**src/rtl/load_store_unit.sv**
```systemverilog
// rtl/load_store_unit.sv - sub-word load/store front end for a 128 x 32-bit data memory
// Optional LSU_MISALIGN_TRAP_EN: misaligned H/W accesses return resp_err instead of clearing low bits.
module load_store_unit (
   input  logic        clk,
   input  logic        reset,
   input  logic        req_valid,
   output logic        req_ready,
   input  logic        req_we,
   input  logic [2:0]  req_funct3,
   input  logic [8:0]  req_addr,
   input  logic [31:0] req_wdata,
   output logic        resp_valid,
   output logic [31:0] resp_rdata,
   output logic        resp_err,
   output logic [6:0]  mem_address,
   output logic [31:0] mem_write_data,
   output logic        mem_we2,
   input  logic [31:0] mem_read_data
);

   typedef enum logic [1:0] {S_IDLE, S_ACCESS, S_WRITE, S_RESP} state_t;

   state_t      state_q, state_d;
   logic        we_q, we_d;
   logic [2:0]  funct3_q, funct3_d;
   logic [8:0]  addr_q, addr_d;
   logic [31:0] wdata_q, wdata_d;
   logic [31:0] merge_q, merge_d;
   logic [31:0] rdata_q, rdata_d;
   logic        err_q, err_d;

   logic        illegal;
   logic        misaligned;
   logic        sign_ext;
   logic [7:0]  byte_sel;
   logic [15:0] half_sel;
   logic [31:0] load_data;
   logic [31:0] merged;

   always_comb begin
      illegal = (funct3_q == 3'b011) || (funct3_q[2:1] == 2'b11) || (we_q && funct3_q[2]);
`ifdef LSU_MISALIGN_TRAP_EN
      misaligned = ((funct3_q[1:0] == 2'b01) && addr_q[0]) ||
                   ((funct3_q[1:0] == 2'b10) && (addr_q[1:0] != 2'b00));
`else
      misaligned = 1'b0;
`endif
      sign_ext = ~funct3_q[2];
      case (addr_q[1:0])
         2'd0:    byte_sel = mem_read_data[7:0];
         2'd1:    byte_sel = mem_read_data[15:8];
         2'd2:    byte_sel = mem_read_data[23:16];
         default: byte_sel = mem_read_data[31:24];
      endcase
      half_sel = addr_q[1] ? mem_read_data[31:16] : mem_read_data[15:0];
      case (funct3_q[1:0])
         2'b00:   load_data = {{24{sign_ext & byte_sel[7]}}, byte_sel};
         2'b01:   load_data = {{16{sign_ext & half_sel[15]}}, half_sel};
         default: load_data = mem_read_data;
      endcase
   end

   // Lane replacement for the read-modify-write; only B and H stores reach WRITE.
   always_comb begin
      merged = merge_q;
      if (funct3_q[0]) begin
         if (addr_q[1]) merged[31:16] = wdata_q[15:0];
         else           merged[15:0]  = wdata_q[15:0];
      end else begin
         case (addr_q[1:0])
            2'd0:    merged[7:0]   = wdata_q[7:0];
            2'd1:    merged[15:8]  = wdata_q[7:0];
            2'd2:    merged[23:16] = wdata_q[7:0];
            default: merged[31:24] = wdata_q[7:0];
         endcase
      end
   end

   always_comb begin
      state_d        = state_q;
      we_d           = we_q;
      funct3_d       = funct3_q;
      addr_d         = addr_q;
      wdata_d        = wdata_q;
      merge_d        = merge_q;
      rdata_d        = rdata_q;
      err_d          = err_q;
      req_ready      = 1'b0;
      resp_valid     = 1'b0;
      mem_address    = 7'd0;
      mem_write_data = 32'd0;
      mem_we2        = 1'b0;
      case (state_q)
         S_IDLE: begin
            req_ready = 1'b1;
            if (req_valid) begin
               we_d     = req_we;
               funct3_d = req_funct3;
               addr_d   = req_addr;
               wdata_d  = req_wdata;
               rdata_d  = 32'd0;
               err_d    = 1'b0;
               state_d  = S_ACCESS;
            end
         end
         S_ACCESS: begin
            mem_address = addr_q[8:2];
            if (illegal || misaligned) begin
               mem_address = 7'd0;
               err_d       = 1'b1;
               state_d     = S_RESP;
            end else if (!we_q) begin
               rdata_d = load_data;
               state_d = S_RESP;
            end else if (funct3_q[1:0] == 2'b10) begin
               mem_write_data = wdata_q;
               mem_we2        = 1'b1;
               state_d        = S_RESP;
            end else begin
               merge_d = mem_read_data;
               state_d = S_WRITE;
            end
         end
         S_WRITE: begin
            mem_address    = addr_q[8:2];
            mem_write_data = merged;
            mem_we2        = 1'b1;
            state_d        = S_RESP;
         end
         default: begin
            resp_valid = 1'b1;
            state_d    = S_IDLE;
         end
      endcase
      // Reset silences every output in the same cycle, even before the state register clears.
      if (reset) begin
         req_ready      = 1'b0;
         resp_valid     = 1'b0;
         mem_address    = 7'd0;
         mem_write_data = 32'd0;
         mem_we2        = 1'b0;
      end
   end

   assign resp_rdata = reset ? 32'd0 : rdata_q;
   assign resp_err   = reset ? 1'b0 : err_q;

   always_ff @(posedge clk) begin
      if (reset) begin
         state_q  <= S_IDLE;
         we_q     <= 1'b0;
         funct3_q <= 3'd0;
         addr_q   <= 9'd0;
         wdata_q  <= 32'd0;
         merge_q  <= 32'd0;
         rdata_q  <= 32'd0;
         err_q    <= 1'b0;
      end else begin
         state_q  <= state_d;
         we_q     <= we_d;
         funct3_q <= funct3_d;
         addr_q   <= addr_d;
         wdata_q  <= wdata_d;
         merge_q  <= merge_d;
         rdata_q  <= rdata_d;
         err_q    <= err_d;
      end
   end

endmodule
```
**config.mk**
```make
export PLATFORM = sky130hd
export DESIGN_NAME = load_store_unit
export DESIGN_NICKNAME = d
export VERILOG_FILES = /design/src/rtl/load_store_unit.sv
export SDC_FILE = /design/constraint.sdc
export NUM_CORES = 1
export LEC_CHECK = 0
export CORE_MARGIN = 2
export CORE_UTILIZATION = 44
export CTS_CLUSTER_DIAMETER = 100
export CTS_CLUSTER_SIZE = 14
export DETAILED_ROUTE_END_ITERATION = 10
export PLACE_DENSITY_LB_ADDON = 0.2
export SLEW_MARGIN = 5
export SYNTH_ARGS = -nofsm -noshare
export SYNTH_HDL_FRONTEND = slang
export SYNTH_SLANG_ARGS = --single-unit
```
**constraint.sdc**
```tcl
create_clock -name clk -period 1.9 [get_ports clk]
set_input_delay 0.38 -clock clk [delete_from_list [all_inputs] [get_ports clk]]
set_output_delay 0.38 -clock clk [all_outputs]
set_load 0.02 [all_outputs]
```
==> flow_summary_export.csv, run 1 <==
group,metric,value,unit
status,outcome,"complete, but fails checks",
status,violations,"negative setup slack",
worst_setup_path,startpoint_type,"register",
floorplanning,core_area,12520,um2
timing,tightest_slew,0.4920,ns
placed_design,io_buffers,154,
detailed_routing,via_count,6572,
timing,rsz0062_at_grt,"true",
synthesis,avgSynthCellArea,7.566,um2
timing,hold_viol,0,
synthesis,ys_top_cells_by_count,"195 x nand2_1, 115 x a21oi_1, 112 x dfxtp_1",
placed_design,place_area,8469,um2
clock_tree,clockRootBuffer,"clkbuf_16",
finish,final_nets,1085,
synthesis,yosysMostFrequentCell,"nand2_1",
clock_tree,cts_tree,"yes",
floorplanning,placementRows,41,
min_path,hp-class,"input pin to register",
global_routing,grt_pass1_wl,32230,um
detailed_routing,final_antenna_net_count,0,
worst_setup_path,max_stage_delay,0.41,ns
timing,timing.hold.ws,0.3696,ns
worst_setup_path,required,1.52,ns
clock_tree,insertion_delay,0.36,ns
timing,fin_crit,2.324,ns
power_and_ir_drop,p_leak,3.800,nW
detailed_routing,viasPerCell,5.579,
worst_setup_path,path_max_fanout,7,
min_path,hold_depth,4,
synthesis,synth.lib_cells_used.distinct,47,
floorplanning,dieArea,13630,um2
timing,fin_ws,-0.4236,ns
synthesis,synth_ff_type,"dfxtp_1",
floorplanning,start_util,44.67,%
finish,final_cells,1178,
worst_setup_path,setup.worst_path.start,"funct3_q[1]",
synthesis,ys_top_cells_by_area,"dfxtp_1 40%, nand2_1 13%, a21oi_1 10%",
finish,n_antenna_cell,0,
placed_design,dp_cells,1130,
global_routing,antenna_found_initial,0,
synthesis,synthesis.area,5592,um2
min_path,whs_endpoint,"rdata_q[5]",
detailed_routing,wl_per_cell,18.92,um
worst_setup_path,critPathCaptureType,"output pin",
worst_setup_path,r2r_end,"rdata_q[29]",
detailed_routing,drc,0,
floorplanning,die_w,116.7,um
finish,final_util,76.60,%
synthesis,ys_warn_count,0,
power_and_ir_drop,power.density,1048,nW/um2
worst_setup_path,crit_family,"simple AND/OR/NAND/NOR gates",
timing,report.final.slew_viol_count,0,
power_and_ir_drop,ir_worst_vdd,0.0008181,V
synthesis,synth_fp_nets,823,
synthesis,synth_top_area_cell,"dfxtp_1",
floorplanning,num_io_pins,155,
synthesis,synth_cells,739,
timing,timing.final.crit_share,122.3,%
worst_setup_path,arrival,1.94,ns
worst_setup_path,critPathKind,"register to output pin",
detailed_routing,drt-initial-drc-count,616,
placed_design,hpwl,15680,um
clock_tree,cts_sinks,112,
detailed_routing,drtPass1Iterations,7,
clock_tree,clk_pin_slew,0.07,ns
placed_design,pre_cts_slack,-0.6160,ns
synthesis,async_reset_ff_share,0,%
synthesis,synth-seq-area-share,40.10,%
clock_tree,cts_buffer_depth,2,
worst_setup_path,cpMostUsedCell,"buf_6",
finish,drive_above_1_share,34.79,%
worst_setup_path,reg2reg_slack,-0.01,ns
global_routing,grt_max_degree,47,
global_routing,overflow,0,
worst_setup_path,path_cells,"or3b_4 > nor2_4 > buf_6 > buf_12 > nand2_2 > a21oi_2 > buf_6",
timing,setup_viol,44,
worst_setup_path,crit_slowest_cell,"or3b_4",
timing,relSlewSlack,67.20,%
clock_tree,htreeDepth,3,
floorplanning,die_y,116.7,um
timing,skew,0.006818,ns
clock_tree,cts_buffers,9,
detailed_routing,wirelength,22280,um
synthesis,synth.ff_latch_count,112,
job,cap_viol_max_count,0,
timing,max_freq,430.4,MHz
global_routing,grt_use_total,31.44,%
min_path,min_from,"reset",
worst_setup_path,reg2reg_depth,10,
finish,final_cell_area,9588,um2
global_routing,grt_pass1_vias,6143,
synthesis,yosysTopAreaCellShare,40.10,%
finish,synthToLayoutAreaGrowth,71.47,%
placed_design,gp_congestion,0.9191,
synthesis,synth_edf_count,0,
worst_setup_path,critPathBufInv,3,
worst_setup_path,r2r_start,"state_q[1]",
==> what timing repair did <==
item,4_1_cts,5_1_grt
gates resized for setup,349,73
hold buffers,0,0
buffers inserted,17,11
gates cloned,3,5
setup endpoints to repair,95,75
pin swaps,14,40
==> kinds of logic (layout without fill, tap and decap cells) <==
group                    count (synthesis)  in the layout  synth area share, %
multiplexers                            10             10                2.014
AO/OA/AOI/OAI                          229            229                26.18
AND/OR/NAND/NOR                        309            309                25.17
adder cells (fa/ha/maj)                  4              4               0.8951
flip-flops                             112            112                40.10
buffers and inverters                   75            342                5.639
==> worst register-to-register path, stage by stage, from the launching register on <==
cell and delay, ns:
dfxtp_4 0.38, inv_4 0.05, ha_4 0.15, buf_4 0.13
nand2_4 0.08, buf_4 0.11, buf_4 0.10, nand4_1 0.12
buf_6 0.16, clkbuf_16 0.16, a221o_1 0.34
==> per-stage QoR <==
stage / power [W] / TNS (ns)
after detailed placement: 0.007121 / -30.36
after global routing: 0.01050 / -17.12
after global placement: 0.007018 / -28.02
final: 0.01005 / -14.67
after floorplan: 0.005113 / 0
after CTS: 0.009325 / -13.72
==> layout make-up <==
cell class              count  area (um2)
repair buffers            312        3073
clock buffers              11       242.7
well taps                 172       215.2
clock inverters             5       42.54
multi-input cells         552        3686
fillers                   928        2929
flip-flops and latches    112        2268
inverters                  14       60.06
==> flip-flops by register name (all words and copies together) (netlist names) <==
| name | count |
|---|---|
| state_q | 2 |
| we_q | 1 |
| merge_q | 32 |
| err_q | 1 |
| funct3_q | 3 |
| wdata_q | 32 |
| rdata_q | 32 |
| addr_q | 9 |
==> layer usage <==
layer / up-vias / GRT usage (%) / wire, um
li1: 3094 / - / -
met1: 3108 / 40.79 / 9195
met2: 318 / 52.02 / 10720
met3: 52 / 6.694 / 1779
met4: 0 / 10.90 / 592
met5: - / 0 / 0
==> cells in the final DEF, fill, tap and decap left out, types with 4 or more instances in the layout <==
master and instances:
dfxtp_4 7, a22oi_2 4, dlygate4sd2_1 29, buf_4 122, a21oi_1 86, nor2_2 10
and2_4 8, o2bb2ai_1 6, a31oi_1 5, nor3b_1 7, o221ai_1 9, nand2_2 18
dfxtp_1 105, o221ai_2 7, nand2_4 8, nor2b_1 36, a22oi_1 5, a21oi_2 8
mux2_2 9, buf_6 51, a21boi_1 4, or3_1 18, o21ai_0 22, clkinv_4 4
clkbuf_16 13, buf_12 14, inv_1 11, a221o_1 16, nand2_1 169, clkdlybuf4s50_1 79
o21ai_1 7, a21oi_4 21, a21o_1 8, buf_2 5, nand3_1 9, nor2_1 4
==> where the power goes <==
part	internal, W	leakage (nW)	switching [W]
Combinational	0.00246	2.75	0.00273
Clock	0.000937	0.136	0.000921
Sequential	0.00275	0.916	0.000252
==> worst max path at each step <==
stage	end	slack [ns]	cells after the start
after floorplan	mem_write_data[30]	0.007	6
after global placement	mem_address[2]	-0.58	7
after detailed placement	mem_address[4]	-0.62	7
after CTS	mem_write_data[11]	-0.40	7
after global routing	mem_write_data[11]	-0.47	7
final	mem_write_data[11]	-0.42	7
Note: power is estimated with default switching activity, not from simulation.
==> inputs of run 2 (changes only) <==
--- a/config.mk
+++ b/config.mk
@@ -6,10 +6,11 @@
 export NUM_CORES = 1
 export LEC_CHECK = 0
 export CORE_MARGIN = 2
-export CORE_UTILIZATION = 44
+export CORE_UTILIZATION = 48
 export CTS_CLUSTER_DIAMETER = 100
 export CTS_CLUSTER_SIZE = 14
 export DETAILED_ROUTE_END_ITERATION = 10
+export GPL_TIMING_DRIVEN = 0
 export PLACE_DENSITY_LB_ADDON = 0.2
 export SLEW_MARGIN = 5
 export SYNTH_ARGS = -nofsm -noshare
==> constraint.sdc (replaced) <==
create_clock -name clk -period 2.5 [get_ports clk]
set_input_delay 0.5 -clock clk [delete_from_list [all_inputs] [get_ports clk]]
set_output_delay 0.5 -clock clk [all_outputs]
set_load 0.02 [all_outputs]
==> run 2 against run 1 <==
Against the previous run: the run still ends with negative setup slack left; sequential cell count stayed put; routed wire length is 9.7% lower; combinational power decreased by 48%; clock power is 22% lower; worst hold slack improved by 0.087 ns; non-clock buffer count fell by 77; highest routed layer unchanged; sequential share of layout area up 4.8 points; critical endpoint is now mem_write_data[8]; die area down 8.1%; cell count shrank 9.1%; total power fell by 36%.
==> flow_summary_export.csv, run 2 (same netlist as run 1, synthesis figures left out) <==
group,metric,value,unit
status,outcome,"complete, but fails checks",
status,violations,"negative setup slack",
placed_design,pre_cts_slack,-0.8396,ns
finish,final_nets,1008,
finish,layout.cells.most_common,"nand2_1",
min_path,min_from,"wdata_q[25]",
clock_tree,htreeDepth,3,
finish,drive_above_1_share,17.46,%
placed_design,gp_congestion,0.9331,
worst_setup_path,critPathBufInv,3,
worst_setup_path,setup.worst_path.start,"funct3_q[1]",
detailed_routing,wirelength,20130,um
min_path,hp-class,"register to register",
floorplanning,core_area,11370,um2
min_path,hold_depth,2,
floorplanning,dieArea,12530,um2
global_routing,grt_pass1_wl,30500,um
worst_setup_path,crit_family,"simple AND/OR/NAND/NOR gates",
clock_tree,cts_buffers,9,
worst_setup_path,cp.depth,7,
finish,synthToLayoutAreaGrowth,42.13,%
finish,layout_common_cells,"193 x nand2_1, 110 x clkdlybuf4s50_1, 106 x a21oi_1, 106 x dfxtp_1, 38 x buf_4",
clock_tree,cts_tree,"yes",
clock_tree,clk_pin_slew,0.08,ns
timing,tightest_slew,0.8146,ns
placed_design,place_area,7312,um2
job,cap_viol_max_count,0,
detailed_routing,via_count,6240,
finish,top_regs,"merge_q: 32 flops, rdata_q: 32 flops, wdata_q: 32 flops",
worst_setup_path,path_max_fanout,7,
floorplanning,placementRows,39,
detailed_routing,drt-initial-drc-count,614,
timing,relSlewSlack,45.70,%
worst_setup_path,startpoint_type,"register",
finish,final_cell_area,7948,um2
placed_design,hpwl,14980,um
global_routing,grt_max_degree,19,
worst_setup_path,path_cells,"or3b_4 > nor2_4 > buf_12 > buf_4 > nand2_1 > a21oi_1 > buf_2",
timing,max_freq,396.9,MHz
finish,n_antenna_cell,0,
timing,hold_viol,0,
timing,setup_viol,1,
global_routing,overflow,0,
clock_tree,cts_sinks,112,
worst_setup_path,reg2reg_depth,8,
worst_setup_path,critPathCaptureType,"output pin",
detailed_routing,wl_per_cell,18.79,um
worst_setup_path,required,2.00,ns
power_and_ir_drop,power.density,808.0,nW/um2
power_and_ir_drop,ir_worst_vdd,0.0005884,V
detailed_routing,drc,0,
floorplanning,start_util,49.18,%
clock_tree,hold_buffers,0,
worst_setup_path,crit_slowest_cell,"or3b_4",
floorplanning,die_w,111.9,um
timing,rsz0062_at_grt,"true",
clock_tree,insertion_delay,0.35,ns
global_routing,antenna_found_initial,0,
clock_tree,cts_buffer_depth,2,
power_and_ir_drop,p_leak,2.832,nW
timing,fin_ws,-0.01979,ns
detailed_routing,drtPass1Iterations,6,
detailed_routing,viasPerCell,5.826,
timing,timing.final.crit_share,100.8,%
finish,final_util,69.90,%
worst_setup_path,critPathKind,"register to output pin",
timing,skew,0.007733,ns
global_routing,grt_use_total,30.43,%
worst_setup_path,r2r_start,"state_q[0]",
clock_tree,clockRootBuffer,"clkbuf_16",
timing,fin_crit,2.520,ns
detailed_routing,final_antenna_net_count,0,
placed_design,io_buffers,154,
floorplanning,num_io_pins,155,
timing,report.final.slew_viol_count,0,
worst_setup_path,max_stage_delay,0.43,ns
worst_setup_path,arrival,2.02,ns
global_routing,grt_pass1_vias,5857,
floorplanning,die_y,111.9,um
run 2: changes by cell type in the layout (fill, tap and decap cells not counted), moves of 24 or more:
cell             change
clkdlybuf4s50_1     +31
nand2_1             +24
buf_4               -84
clkbuf_1            +24
buf_6               -37
dlygate4sd2_1       -28
run 2: path summary, 6_finish.rpt:
| kind | endpoint | slack, ns |
|---|---|---|
| max reg2reg | rdata_q[26] | 0.16 |
| min | wdata_q[25] | 0.46 |
| min reg2reg | wdata_q[25] | 0.46 |
| max | mem_write_data[8] | -0.02 |
run 2: per-layer routing:
layer	up-vias	share of wire (%)	track usage [%]	routed length [um]
li1	2934	-	-	-
met1	2917	42	41.85	8521
met2	334	46	49.78	9325
met3	55	8.3	4.083	1675
met4	0	3.0	9.919	603
met5	-	0	0	0
run 2: timing repair:
item,4_1_cts,5_1_grt
pin swaps,9,11
resized for setup,230,60
buffers inserted,10,10
cloned,1,1
endpoints found under the setup margin,84,45
run 2: layout make-up:
class / instances / area, um2
Fill cell: 952 / 3422
Clock buffer: 9 / 225.2
Inverter: 14 / 52.55
Clock inverter: 6 / 67.56
Timing Repair Buffer: 176 / 1607
Tap cell: 143 / 178.9
Buffer: 59 / 351.6
Sequential cell: 112 / 2262
Multi-Input combinational cell: 552 / 3203
run 2: worst reg2reg max path: cells and delay by family, from the launching register on:
kind                     cells  cell delay, ns
AO/OA/AOI/OAI                2            0.81
adder cells (fa/ha/maj)      1            0.26
buffers and inverters        3            0.35
flip-flops                   1            0.37
AND/OR/NAND/NOR              2            0.51
run 2: stage by stage:
step	power [W]	hold WS [ns]	std cells	TNS (ns)
6_report	0.006422	0.4566	1071	-0.01979
3_5_place_dp	0.004572	0.4459	1036	-62.58
3_3_place_gp	0.004505	0.4398	1036	-56.87
2_1_floorplan	0.003737	0.4317	739	0
5_1_grt	0.006721	0.4698	1071	-0.2489
4_1_cts	0.006198	0.4567	1060	-0.04631
run 2: report_power, final:
| group | internal, W | switching [W] | total, W |
|---|---|---|---|
| logic | 0.00105 | 0.00162 | 0.00268 |
| registers | 0.00208 | 0.000201 | 0.00229 |
| clock network | 0.000779 | 0.000681 | 0.00146 |
| total | 0.00392 | 0.00251 | 0.00642 |
